## src/rtl/light_conflict_monitor.sv

```systemverilog
// Safety monitor for the intersection light buses.
// Decodes, debounces and checks both directions; latches the first fault.
module light_conflict_monitor #(
    parameter int          SETTLE     = 4,
    parameter logic [31:0] MIN_YELLOW = 32'd100_000_000,
    parameter logic [31:0] MAX_GREEN  = 32'd800_000_000
) (
    input  logic       clk,
    input  logic       reset,
    input  logic [7:0] ns_light,
    input  logic [7:0] ew_light,
    input  logic       clear_fault,
    output logic [2:0] ns_color,
    output logic [2:0] ew_color,
    output logic       valid,
    output logic       fault,
    output logic [2:0] fault_code,
    output logic       fault_ew
);

    localparam int RW = $clog2(SETTLE + 1);
    localparam logic [RW-1:0] RMAX = RW'(SETTLE);
    localparam logic [RW-1:0] RONE = RW'(1);

    localparam logic [2:0] C_OFF = 3'd0;
    localparam logic [2:0] C_RED = 3'd1;
    localparam logic [2:0] C_YEL = 3'd2;
    localparam logic [2:0] C_GRN = 3'd3;
    localparam logic [2:0] C_ERR = 3'd4;
    localparam logic [2:0] C_INV = 3'd7;

    function automatic logic [2:0] decode(input logic [7:0] c);
        unique case (c)
            8'b10001000: decode = C_RED;
            8'b10011001: decode = C_YEL;
            8'b10000010: decode = C_GRN;
            8'b10000000: decode = C_ERR;
            8'b11111111: decode = C_OFF;
            default:     decode = C_INV;
        endcase
    endfunction

    function automatic logic conflict(input logic [2:0] a, input logic [2:0] b);
        conflict = (a == C_GRN && (b == C_GRN || b == C_YEL))
                || (b == C_GRN && a == C_YEL);
    endfunction

    // Index 0 is north/south, index 1 is east/west.
    logic [7:0]    raw     [2];
    logic [7:0]    prev_q  [2];
    logic [RW-1:0] run_q   [2];
    logic [RW-1:0] run_n   [2];
    logic [2:0]    cls_q   [2];
    logic [2:0]    cls_n   [2];
    logic          seen_q  [2];
    logic          seen_n  [2];
    logic [31:0]   dwell_q [2];
    logic [31:0]   dwell_n [2];
    logic [1:0]    inv_n, inv_new, seq_f, shy_f, lng_f;
    logic          valid_q, valid_n;
    logic          cf_n, cf_c;
    logic          fault_q, few_q;
    logic [2:0]    code_q;
    logic [8:0]    vfull, vnew, src;
    logic          hit, hit_ew;
    logic [2:0]    hit_code;

    // Settle filter, dwell counters and per-channel transition checks.
    always_comb begin
        raw[0] = ns_light;
        raw[1] = ew_light;
        for (int i = 0; i < 2; i++) begin
            if (raw[i] == prev_q[i])
                run_n[i] = (run_q[i] == RMAX) ? run_q[i] : run_q[i] + RONE;
            else
                run_n[i] = RONE;
            cls_n[i]  = (run_n[i] == RMAX) ? decode(raw[i]) : cls_q[i];
            seen_n[i] = seen_q[i] | (run_n[i] == RMAX);
            if (cls_n[i] != cls_q[i])
                dwell_n[i] = 32'd1;
            else if (dwell_q[i] == 32'hFFFF_FFFF)
                dwell_n[i] = dwell_q[i];
            else
                dwell_n[i] = dwell_q[i] + 32'd1;
            inv_n[i]   = cls_n[i] == C_INV;
            inv_new[i] = inv_n[i] && !(valid_q && cls_q[i] == C_INV);
            seq_f[i]   = cls_q[i] == C_GRN && cls_n[i] == C_RED;
            shy_f[i]   = cls_q[i] == C_YEL && cls_n[i] == C_RED
                      && dwell_q[i] < MIN_YELLOW;
            lng_f[i]   = cls_n[i] == C_GRN
                      && {1'b0, dwell_n[i]} == {1'b0, MAX_GREEN} + 33'd1;
        end
    end

    // Gather violations; pick the highest-priority one.
    always_comb begin
        valid_n = seen_n[0] & seen_n[1];
        cf_n    = valid_n && conflict(cls_n[0], cls_n[1]);
        cf_c    = valid_q && conflict(cls_q[0], cls_q[1]);
        vfull   = {lng_f[1], lng_f[0], shy_f[1], shy_f[0],
                   seq_f[1], seq_f[0], inv_n[1], inv_n[0], cf_n};
        vnew    = {lng_f[1], lng_f[0], shy_f[1], shy_f[0],
                   seq_f[1], seq_f[0], inv_new[1], inv_new[0], cf_n && !cf_c};
        if (!valid_n) begin
            vfull = '0;
            vnew  = '0;
        end
        src      = fault_q ? vnew : vfull;
        hit      = 1'b0;
        hit_code = 3'd0;
        hit_ew   = 1'b0;
        for (int k = 8; k >= 0; k--) begin
            if (src[k]) begin
                hit = 1'b1;
                if (k == 0) begin
                    hit_code = 3'd1;
                    hit_ew   = 1'b0;
                end else begin
                    hit_code = 3'((k - 1) / 2 + 2);
                    hit_ew   = ((k - 1) % 2) == 1;
                end
            end
        end
    end

    // Channel state registers.
    always_ff @(posedge clk) begin
        if (reset) begin
            for (int i = 0; i < 2; i++) begin
                prev_q[i]  <= '0;
                run_q[i]   <= '0;
                cls_q[i]   <= C_OFF;
                seen_q[i]  <= 1'b0;
                dwell_q[i] <= '0;
            end
            valid_q <= 1'b0;
        end else begin
            for (int i = 0; i < 2; i++) begin
                prev_q[i]  <= raw[i];
                run_q[i]   <= run_n[i];
                cls_q[i]   <= cls_n[i];
                seen_q[i]  <= seen_n[i];
                dwell_q[i] <= dwell_n[i];
            end
            valid_q <= valid_n;
        end
    end

    // Sticky fault latch; a fresh violation beats a clear.
    always_ff @(posedge clk) begin
        if (reset) begin
            fault_q <= 1'b0;
            code_q  <= 3'd0;
            few_q   <= 1'b0;
        end else if (hit && (!fault_q || clear_fault)) begin
            fault_q <= 1'b1;
            code_q  <= hit_code;
            few_q   <= hit_ew;
        end else if (clear_fault) begin
            fault_q <= 1'b0;
            code_q  <= 3'd0;
            few_q   <= 1'b0;
        end
    end

    assign ns_color   = cls_q[0];
    assign ew_color   = cls_q[1];
    assign valid      = valid_q;
    assign fault      = fault_q;
    assign fault_code = code_q;
    assign fault_ew   = few_q;

endmodule

```

## config.mk

```make
export PLATFORM = sky130hd
export DESIGN_NAME = light_conflict_monitor
export DESIGN_NICKNAME = d
export VERILOG_FILES = /design/src/rtl/light_conflict_monitor.sv
export SDC_FILE = /design/constraint.sdc
export NUM_CORES = 1
export LEC_CHECK = 0
export BUFFER_PORTS_ARGS = -buffer_cell sky130_fd_sc_hd__buf_2
export CAP_MARGIN = 20
export CORE_UTILIZATION = 62
export DETAILED_ROUTE_END_ITERATION = 10
export GPL_TIMING_DRIVEN = 0
export PLACE_DENSITY = 0.77
export SYNTH_ARGS = -nofsm -noshare
export SYNTH_HDL_FRONTEND = slang
export SYNTH_SLANG_ARGS = --single-unit
```

## constraint.sdc

```tcl
create_clock -name clk -period 3.3 [get_ports clk]
set_input_delay 0 -clock clk [delete_from_list [all_inputs] [get_ports clk]]
set_output_delay 0 -clock clk [all_outputs]
set_load 0.03 [all_outputs]
```

==> results of run 1 <==
## critical path, stage by stage, from the launching register on
cell and delay (ns):
dfxtp_2 0.36, inv_1 0.05, ha_1 0.22, a21boi_2 0.17
o221ai_1 0.13, or4_4 0.46, mux2_4 0.33, nor4_2 0.27
nand4_1 0.11, or4_4 0.56, a21o_1 0.20, a21boi_2 0.15
o32ai_2 0.11
## how the worst max path moves through the flow
stage,start,to,slack [ns]
after floorplan,dwell_q[0][0],fault_ew,0.23
after global placement,dwell_q[0][0],fault_ew,-0.27
after detailed placement,dwell_q[0][0],fault_ew,-0.32
after CTS,dwell_q[0][25],fault_ew,0.001
after global routing,run_q[0][0],fault_ew,-0.04
final,run_q[0][0],fault_ew,0.05
## repair_timing
item | CTS | global route
hold buffers | 18 | 0
setup buffers | 8 | 11
endpoints found under the hold margin | 22 | 0
gates resized for setup | 16 | 18
pin swaps | 6 | 9
setup endpoints to repair | 5 | 5
## sequential cells by signal (all words and copies together) (netlist names)
name        cells
valid           1
fault_code      3
dwell_q        64
run_q           6
fault_ew        1
prev_q         16
fault           1
seen_q          2
cls_q           6
## layout make-up
type                            count  area [sq um]
Multi-Input combinational cell    579          4050
Fill cell                         766          2570
Sequential cell                   100          2010
Timing Repair Buffer               65           463
Buffer                             30           189
Tap cell                          133           166
Clock buffer                       13           149
Inverter                           14          52.6
Clock inverter                      2          35.0
## layer usage
metal | global-route usage | part of all wire | up-vias | wire, um
met5 | 0 | 0 | - | 0
met3 | 0.0690 | 0.046 | 38 | 695
met2 | 0.499 | 0.49 | 166 | 7410
met4 | 0.126 | 0.032 | 0 | 486
met1 | 0.365 | 0.43 | 2655 | 6550
li1 | - | - | 2777 | -
## Yosys cell counts (6+ instances only)
| cell type | number |
|---|---|
| nor3_1 | 18 |
| a21oi_1 | 23 |
| and3_1 | 31 |
| nand3b_1 | 6 |
| mux2i_1 | 10 |
| a31o_2 | 7 |
| and2_1 | 11 |
| nor4_1 | 7 |
| nand3_1 | 39 |
| nor2b_1 | 24 |
| xor2_1 | 35 |
| nor2_1 | 95 |
| dfxtp_1 | 100 |
| ha_1 | 6 |
| xnor2_1 | 47 |
| buf_4 | 7 |
| clkbuf_1 | 11 |
| nand2b_1 | 7 |
| buf_2 | 7 |
| nand4_1 | 39 |
| nand2_1 | 41 |
| inv_1 | 14 |
| o21ai_0 | 8 |
| and4_1 | 13 |
## logic make-up after synthesis
kind of cell	synth area share
fa+ha+maj	0.0122
mux	0.0223
xor+xnor	0.122
compound gates	0.116
flops	0.325
buf+inv	0.0400
simple gates	0.363
## per-stage QoR
step	setup WS, ns	area [sq um]
floorplan	0.234	6160
detailed placement	-0.324	6470
global placement	-0.267	6470
global route	-0.0410	7110
CTS	0.00126	6960
finish	0.0546	7110
## power by group through the flow
stage | logic [mW] | clock network (mW) | registers (mW)
floorplan | 0.0841 | 0 | 1.26
global placement | 0.121 | 0 | 1.27
detailed placement | 0.125 | 0 | 1.27
CTS | 0.143 | 0.804 | 1.24
global route | 0.164 | 0.847 | 1.24
finish | 0.148 | 0.777 | 1.24
==> run_results.csv, run 1 <==
group,metric,value,unit
critical_path,r2r-end,"fault_ew",
global_route,grt_overflow,0,
power,p_seq_frac,0.573,
power,finalPower,2.17,mW
timing,grt_setup_unrepaired,"true",
synthesis,syn-instance-count,725,
timing,fmax,308,MHz
floorplan,initial_core_util,0.637,
placement,gp_congestion,0.912,
clock_tree,clkSinkCount,100,
power,ir_drop,0.268,mV
timing,hold_ws,0.421,ns
timing,fin_skew,0.0109,ns
power,clock_power_share,0.359,
critical_path,worst-setup-path-type,"reg -> reg",
critical_path,cp-end-kind,"register",
floorplan,die_height,102,um
synthesis,syn_avg_cell_area,8.50,sq um
clock_tree,root_buffer,"clkbuf_8",
synthesis,synth_top_area_frac,0.325,
timing,setup_viol,0,
synthesis,synthTopCellsByArea,"dfxtp_1 32%, xnor2_1 6.7%, nor2_1 5.8%",
placement,portBuffers,28,
run_status,outcome,"completed",
finish,nets,824,
synthesis,synthFlopType,"dfxtp_1",
timing,fin_tns_setup,0,ns
finish,antenna_cells,0,
finish,layout_commonest_cell,"nor2_1",
clock_tree,clk_pin_slew,0.09,ns
min_path,whs_path_depth,3,
placement,dp_hpwl,10500,um
clock_tree,cts_buffers,9,
critical_path,crit_path_start_kind,"register",
floorplan,num_rows,36,
detailed_routing,drc,0,
power,power.density,305,mW/mm^2
detailed_routing,first_pass_iters,5,
critical_path,rrSetupSlack,0.05,ns
global_route,grt_pass1_vias,5184,
power,power_frac_comb,0.068,
finish,fin_cells,936,
timing,slew_headroom,0.592,
min_path,hold_start,"ns_light[7]",
global_route,grt_pass1_wl,24000,um
timing,period_needed,3.25,ns
floorplan,io_pins,31,
min_path,hold-path-endpoint,"prev_q[0][7]",
detailed_routing,drtIter0Drc,296,
synthesis,yosysSeqAreaShare,0.325,
floorplan,die_w,102,um
job,max_cap_violations,0,
critical_path,arrival,3.51,ns
timing,final.period_utilization,0.983,
placement,dp.cells,886,
clock_tree,htreeDepth,3,
power,p_leak,2.73,nW
critical_path,r2r-start,"run_q[0][0]",
timing,tightest_slew,0.611,ns
critical_path,path_max_fanout,4,
detailed_routing,viasPerCell,6.02,
synthesis,synth_edf_count,0,
power,p_sw,0.504,mW
critical_path,cp.required,3.57,ns
clock_tree,clock_latency,0.38,ns
timing,drv_slew,0,
timing,finalHoldViolations,0,
finish,final_cell_mix,"94 x nor2_1, 92 x dfxtp_1, 47 x xnor2_1, 41 x nand2_1, 39 x nand4_1",
critical_path,reg2regPathDepth,12,
floorplan,die_area,0.0103,sq mm
finish,area_growth,15.4,%
finish,layout-drive-gt1-share,0.187,
synthesis,ys_ff_latch,100,
global_route,grt_max_degree,15,
clock_tree,cts_max_path_buffers,2,
floorplan,core_region_area,0.00968,sq mm
detailed_routing,vias,5636,
global_route,grtUsageTotal,0.297,
synthesis,synth_cell_types,87,
detailed_routing,drtAntennaViolNets,0,
synthesis,yosys_warnings,0,
synthesis,syn-num-nets,750,
power,swShare,0.233,
synthesis,netlist_area,0.00616,sq mm
detailed_routing,wl_per_cell,16.2,um
synthesis,async_flop_share,0,
detailed_routing,wirelength,15100,um
clock_tree,cts_tree,"done",
power,intPower,1.66,mW
global_route,antenna_found_initial,0,
min_path,hold_class,"in -> reg",
finish,fin_util,0.735,
synthesis,synth_top_area_cell,"dfxtp_1",
Power figures use the tool's default switching activity.
==> run 2: changes to the inputs <==
Settings changed: CORE_UTILIZATION 62 to 50, PLACE_DENSITY 0.77 to 0.63.
==> run 2 against run 1 <==
Non-clock buffer count up 6. Design area up 3.0%. Fmax up 2.0%. Via count down 0.82%. Combinational power about the same. Critical path type unchanged. Largest cell class unchanged.
==> run_results.csv, run 2 (synthesis gave the netlist of run 1 again) <==
group,metric,value,unit
detailed_routing,vias,5590,
critical_path,cp-end-kind,"register",
finish,largest_register,"dwell_q",
timing,final.period_utilization,0.964,
critical_path,rrSetupSlack,0.12,ns
min_path,hold_start,"reset",
floorplan,die_w,113,um
critical_path,critPathLaunch,"dwell_q[0][9]",
global_route,grtUsageTotal,0.249,
detailed_routing,drtAntennaViolNets,0,
floorplan,core_region_area,0.0120,sq mm
global_route,grt_max_degree,16,
detailed_routing,drc,0,
floorplan,die_height,113,um
critical_path,crit_path_start_kind,"register",
critical_path,worst-setup-path-type,"reg -> reg",
floorplan,io_pins,31,
job,max_cap_violations,0,
finish,layout-drive-gt1-share,0.205,
global_route,antenna_found_initial,0,
power,p_leak,2.79,nW
finish,largest_reg_flops,64,
timing,worst_slack,0.119,ns
timing,setup_viol,0,
timing,fmax,314,MHz
global_route,grt_pass1_wl,25400,um
finish,nets,830,
detailed_routing,viasPerCell,5.84,
placement,dpl_cell_area,0.00649,sq mm
floorplan,num_rows,40,
critical_path,arrival,3.47,ns
min_path,whs_path_depth,3,
detailed_routing,wl_per_cell,16.3,um
timing,period_needed,3.18,ns
detailed_routing,wirelength,15600,um
critical_path,reg2regPathDepth,11,
critical_path,r2r-start,"dwell_q[0][9]",
floorplan,initial_core_util,0.513,
finish,final_cell_mix,"94 x nor2_1, 91 x dfxtp_1, 47 x xnor2_1, 40 x nand2_1, 39 x nand4_1",
timing,slew_headroom,0.563,
timing,fin_skew,0.00655,ns
finish,largestRegisters,"dwell_q (64), prev_q (16)",
clock_tree,root_buffer,"clkbuf_16",
run_status,outcome,"completed",
clock_tree,htreeDepth,3,
clock_tree,cts_max_path_buffers,2,
clock_tree,cts_buffers,9,
detailed_routing,drtIter0Drc,352,
clock_tree,clkSinkCount,100,
floorplan,die_area,0.0128,sq mm
power,power.density,332,mW/mm^2
detailed_routing,first_pass_iters,7,
min_path,hold_class,"in -> reg",
placement,portBuffers,28,
clock_tree,clk_pin_slew,0.07,ns
finish,layout_commonest_cell,"nor2_1",
global_route,grt_pass1_vias,5306,
power,ir_drop,0.278,mV
placement,dp_hpwl,10900,um
finish,antenna_cells,0,
placement,gp_congestion,0.896,
placement,dpl_worst_slack,-0.371,ns
critical_path,path_max_fanout,6,
timing,drv_slew,0,
clock_tree,cts_tree,"done",
finish,area_growth,18.9,%
critical_path,cp.required,3.59,ns
global_route,grt_overflow,0,
timing,tightest_slew,0.655,ns
finish,stdcell_area,0.00733,sq mm
timing,finalHoldViolations,0,
timing,fin_tns_setup,0,ns
clock_tree,clock_latency,0.35,ns
-- run 2: critical path, stage by stage, from the launching register on --
cell and delay [ns]:
dfxtp_1 0.30, buf_2 0.19, nand4_2 0.18, or4_4 0.59
xnor2_1 0.14, or3_1 0.32, a22oi_2 0.19, nand4b_1 0.22
or4_4 0.51, nor2b_4 0.15, o21a_1 0.17, o22ai_2 0.16
-- run 2: layout make-up --
type / instances / area [sq um]
Clock inverter: 3 / 18.8
Clock buffer: 13 / 270
Sequential cell: 100 / 2020
Timing Repair Buffer: 70 / 498
Tap cell: 147 / 184
Inverter: 14 / 52.6
Multi-Input combinational cell: 579 / 4090
Buffer: 31 / 199
Fill cell: 1094 / 4680
-- run 2: power by group --
| part | internal (mW) | switching (mW) |
|---|---|---|
| registers | 1.23 | 0.0170 |
| clock network | 0.574 | 0.467 |
| logic | 0.0706 | 0.0778 |
| total | 1.87 | 0.561 |
-- run 2: per-stage QoR --
stage               power (mW)   util  hold WS (ns)  std cells
floorplan                 1.35      -         0.128        725
global placement          1.39  0.540         0.263        900
detailed placement        1.39  0.540         0.286        900
CTS                       2.45  0.592        0.0111        947
global route              2.52  0.610        0.0337        957
finish                    2.43  0.610        0.0170        957
-- run 2: path summary, 6_finish.rpt --
check                   end
min reg2reg   fault_code[1]
max           fault_code[0]
min          dwell_q[0][38]
max reg2reg   fault_code[0]
-- run 2: layer usage --
layer  GRT usage  part of all wire  vias to the layer above
met3      0.0578             0.037                       30
li1            -                 -                     2797
met4       0.101             0.027                        0
met1       0.311              0.46                     2652
met2       0.415              0.48                      111
met5           0                 0                        -
-- run 2: timing repair --
action                     4_1_cts  5_1_grt
setup endpoints to repair        5        5
pin swaps                       11       19
hold buffers                    17        0
gates resized for setup         13       33
setup buffers                   15       10
hold endpoints to repair        21        0
